$ cat src/rtl/rotate_input.sv
// Debounced two-button rotate input with first-press ownership; one-cycle rotate command per press.
// Optional auto-repeat while held: define ROTATE_AUTOREPEAT_EN.
module rotate_input #(
    parameter int unsigned DEBOUNCE_CYCLES = 371250,
    parameter int unsigned REPEAT_DELAY    = 29700000,
    parameter int unsigned REPEAT_PERIOD   = 11137500
) (
    input  logic       clk,
    input  logic       rst,
    input  logic       btn_cw_in,
    input  logic       btn_ccw_in,
    output logic [1:0] rotate_out,
    output logic [1:0] pressed_out
);

    localparam int unsigned DW = 20;

    typedef enum logic [1:0] {
        IDLE,
        HELD_CW,
        HELD_CCW
    } state_t;

    logic [1:0]         sync1_q, sync2_q;
    logic [1:0]         deb_q, deb_d;
    logic [1:0]         prs_q;
    logic [1:0][DW-1:0] cnt_q, cnt_d;
    logic [1:0]         rise;
    logic [1:0]         rot_q, rot_d;
    state_t             state_q, state_d;

`ifdef ROTATE_AUTOREPEAT_EN
    logic [25:0] rep_cnt_q, rep_cnt_d;
    logic        rep_first_q, rep_first_d;
    logic        rep_fire;
`endif

    always_comb begin
        deb_d = deb_q;
        cnt_d = cnt_q;
        for (int unsigned i = 0; i < 2; i++) begin
            if (sync2_q[i] != deb_q[i]) begin
                if (cnt_q[i] == DW'(DEBOUNCE_CYCLES - 1)) begin
                    deb_d[i] = ~deb_q[i];
                    cnt_d[i] = '0;
                end else begin
                    cnt_d[i] = cnt_q[i] + DW'(1);
                end
            end else begin
                cnt_d[i] = '0;
            end
        end
    end

    // prs_q doubles as the previous debounced level for rise detection
    assign rise = deb_q & ~prs_q;

`ifdef ROTATE_AUTOREPEAT_EN
    assign rep_fire = (rep_cnt_q + 26'd1) ==
                      (rep_first_q ? 26'(REPEAT_DELAY) : 26'(REPEAT_PERIOD));
`endif

    always_comb begin
        state_d = state_q;
        rot_d   = '0;
`ifdef ROTATE_AUTOREPEAT_EN
        rep_cnt_d   = '0;
        rep_first_d = 1'b1;
`endif
        case (state_q)
            IDLE: begin
                if (rise[0] && !deb_q[1]) begin
                    state_d = HELD_CW;
                    rot_d   = 2'b01;
                end else if (rise[1] && !deb_q[0]) begin
                    state_d = HELD_CCW;
                    rot_d   = 2'b10;
                end
            end
            HELD_CW, HELD_CCW: begin
                if (!deb_q[(state_q == HELD_CW) ? 0 : 1]) begin
                    state_d = IDLE;
                end else begin
`ifdef ROTATE_AUTOREPEAT_EN
                    if (rep_fire) begin
                        rot_d       = (state_q == HELD_CW) ? 2'b01 : 2'b10;
                        rep_first_d = 1'b0;
                    end else begin
                        rep_cnt_d   = rep_cnt_q + 26'd1;
                        rep_first_d = rep_first_q;
                    end
`endif
                end
            end
            default: state_d = IDLE;
        endcase
    end

    always_ff @(posedge clk) begin
        if (rst) begin
            sync1_q <= '0;
            sync2_q <= '0;
            deb_q   <= '0;
            prs_q   <= '0;
            cnt_q   <= '0;
            rot_q   <= '0;
            state_q <= IDLE;
`ifdef ROTATE_AUTOREPEAT_EN
            rep_cnt_q   <= '0;
            rep_first_q <= 1'b1;
`endif
        end else begin
            sync1_q <= {btn_ccw_in, btn_cw_in};
            sync2_q <= sync1_q;
            deb_q   <= deb_d;
            prs_q   <= deb_q;
            cnt_q   <= cnt_d;
            rot_q   <= rot_d;
            state_q <= state_d;
`ifdef ROTATE_AUTOREPEAT_EN
            rep_cnt_q   <= rep_cnt_d;
            rep_first_q <= rep_first_d;
`endif
        end
    end

    assign rotate_out  = rot_q;
    assign pressed_out = prs_q;

endmodule

$ cat config.mk
export PLATFORM = sky130hd
export DESIGN_NAME = rotate_input
export DESIGN_NICKNAME = d
export VERILOG_FILES = /design/src/rtl/rotate_input.sv
export SDC_FILE = /design/constraint.sdc
export NUM_CORES = 1
export LEC_CHECK = 0
export ABC_AREA = 1
export CAP_MARGIN = 20
export CORE_ASPECT_RATIO = 0.7
export CORE_MARGIN = 4
export CORE_UTILIZATION = 50
export DETAILED_ROUTE_END_ITERATION = 16
export PLACE_DENSITY = 0.78
export SETUP_SLACK_MARGIN = 0.02
export SLEW_MARGIN = 30
export SYNTH_ARGS = -nofsm -noshare
export SYNTH_HDL_FRONTEND = slang
export SYNTH_SLANG_ARGS = --single-unit
$ cat constraint.sdc
create_clock -name clk -period 3.23 [get_ports clk]
set_clock_uncertainty 0.2 [all_clocks]
set_input_delay 0.646 -clock clk [delete_from_list [all_inputs] [get_ports clk]]
set_output_delay 0.646 -clock clk [all_outputs]
set_load 0.03 [all_outputs]
==> flow_summary.json <==
{
  "status": "completed",
  "hp-class": "reg2reg",
  "holdWs_ps": 219,
  "insertedDiodeCount": 0,
  "final_cells": 461,
  "track_usage": 0.176,
  "clockBufferDepth": 2,
  "ir_worst_vdd_uv": 186,
  "clkSinkCount": 52,
  "postRouteAntennaNets": 0,
  "setup_violations": 0,
  "gp_congestion": 0.890,
  "routed_via_density": 5.08,
  "vias": 2344,
  "synth_area_per_cell_um2": 7.23,
  "insertion_delay_ps": 300,
  "ys_warn_count": 0,
  "cts_buffers": 5,
  "syn_inst": 376,
  "portBuffers": 7,
  "avgRoutedWirePerCell_um": 12.1,
  "grt_setup_unrepaired": "no",
  "htreeDepth": 2,
  "critPathSlowestCell": "clkdlybuf4s50_1",
  "tritoncts": "done",
  "slew_viol_final": 0,
  "grt_pass1_vias": 2172,
  "dp_cells": 453,
  "syn_nets": 386,
  "synth_area_leader_cell": "dfxtp_1",
  "synth_area_leaders": "dfxtp_1, nand2_1, nor2_1",
  "hpwl_mm": 4.20,
  "fin_crit_ps": 2190,
  "io_pins": 8,
  "end_kind": "output port",
  "critPathMaxFanout": 3,
  "ctsResizeCount": 0,
  "syn2layout_area_growth_pct": 7.87,
  "netlist_area_mm2": 0.00272,
  "required_ps": 2380,
  "period_share": 0.678,
  "grt_max_degree": 20,
  "yosysTopAreaCellShare": 0.383,
  "clk_pin_slew_worst_paths_ps": 90,
  "initial_core_util": 0.517,
  "antenna_found_initial": 0,
  "seq_area_frac_synth": 0.383,
  "max_freq_ghz": 0.457,
  "overflow": 0,
  "first_pass_iters": 5,
  "filler_cell_count": 495,
  "crit_arrival_ps": 1340,
  "post_cts_buffers": 0,
  "critPathMaxStageDelay_ps": 680,
  "cp_num_buf_inv": 1,
  "power_mw": 1.05,
  "path_class": "reg2out",
  "ys_types": 29,
  "worst_slew_pin_slew_ps": 405,
  "p_leak_nw": 0.869,
  "postCtsHoldBufs": 0,
  "tns_ps": 0,
  "powerDensity_mw_per_mm2": 358,
  "grt_pass1_wl_mm": 9.62,
  "clockRootBuffer": "clkbuf_8",
  "die_area_mm2": 0.00670,
  "drtIter0Drc": 182,
  "worst_slew_margin_rel": 0.728,
  "synth-seq-cells": 52,
  "num_rows": 22,
  "start_kind": "register",
  "dieHeight_um": 69.7,
  "drc_errors": 0,
  "final_nets": 398,
  "core_area_mm2": 0.00526,
  "hold_violations": 0,
  "wl_mm": 5.56,
  "path_delay_family": "buffers and inverters",
  "path_cells": "clkdlybuf4s50_1",
  "drv_cap": 0,
  "fp.dieW_um": 96.2,
  "drive_above_1_share": 0.139
}
per-stage QoR:
stage	setup WS [ps]	utilization	instance area, um^2
2_1_floorplan	1660	-	2720
3_3_place_gp	1000	0.540	2840
3_5_place_dp	896	0.540	2840
4_1_cts	1040	0.558	2930
5_1_grt	998	0.558	2930
6_report	1040	0.558	2930
layer usage:
metal | global-route usage | vias to the layer above | share of wire
met5 | 0 | - | 0
met4 | 0.0284 | 0 | 0.0034
met3 | 0.0423 | 2 | 0.066
met2 | 0.250 | 68 | 0.41
met1 | 0.270 | 1060 | 0.52
li1 | - | 1214 | -
kinds of logic after synthesis:
kind of cell | synth area share
AND/OR/NAND/NOR | 0.412
flip-flops | 0.383
buffers and inverters | 0.0685
AO/OA/AOI/OAI | 0.0612
XOR/XNOR | 0.0483
adder cells (fa/ha/maj) | 0.0276
final timing paths:
path	slack (ps)	end	start	depth (start not counted)
setup / recovery	1040	pressed_out[1]	pressed_out[1]	1
hold / removal	220	sync2_q[1]	sync1_q[1]	2
setup reg to reg	1350	cnt_q[34]	cnt_q[20]	6
hold reg to reg	220	sync2_q[1]	sync1_q[1]	2
cell usage in the layout (no fill, tap or decap), drive strengths merged:
master,instances
nor4,1
nand4,10
nor3,5
clkdlybuf4s50,7
o21ai,8
dfxtp,52
nand3,24
ha,6
inv,39
or2,5
xnor2,8
clkbuf,7
a21oi,21
and3,1
nor2,88
nand2,94
o211ai,1
xor2,7
a31oi,1
clkinvlp,1
nand3b,3
power by group:
part	switching, mW	internal (mW)	leakage, nW	total [mW]
Sequential	0.00290	0.644	0.420	0.647
Combinational	0.0118	0.00713	0.405	0.0189
Clock	0.211	0.175	0.0445	0.386
cell usage after synthesis, drive strengths merged:
cell type   n
nor3        5
o211ai      1
dfxtp      52
inv        39
o21ai       8
nand4      10
nand3      24
ha          6
nand3b      3
buf         2
xor2        7
nor4        1
a21oi      21
xnor2       8
and3        1
a31oi       1
or2         5
nor2       88
nand2      94
sequential cells by signal, summed over array words and instances, names as in the netlist:
signal / flops
cnt_q: 40
deb_q: 2
pressed_out: 2
rotate_out: 2
state_q: 2
sync1_q: 2
sync2_q: 2
area by class of cell:
class                      count  area [um^2]  area share
clock buffer                   7         86.3      0.0294
clock inverter                 1         7.51     0.00256
inverter                      39          146      0.0499
multi-input combinational    283         1490       0.509
sequential                    52         1040       0.355
tap                           72         90.1      0.0307
timing repair buffer           7         70.1      0.0239
(Power assumes the default switching activity.)
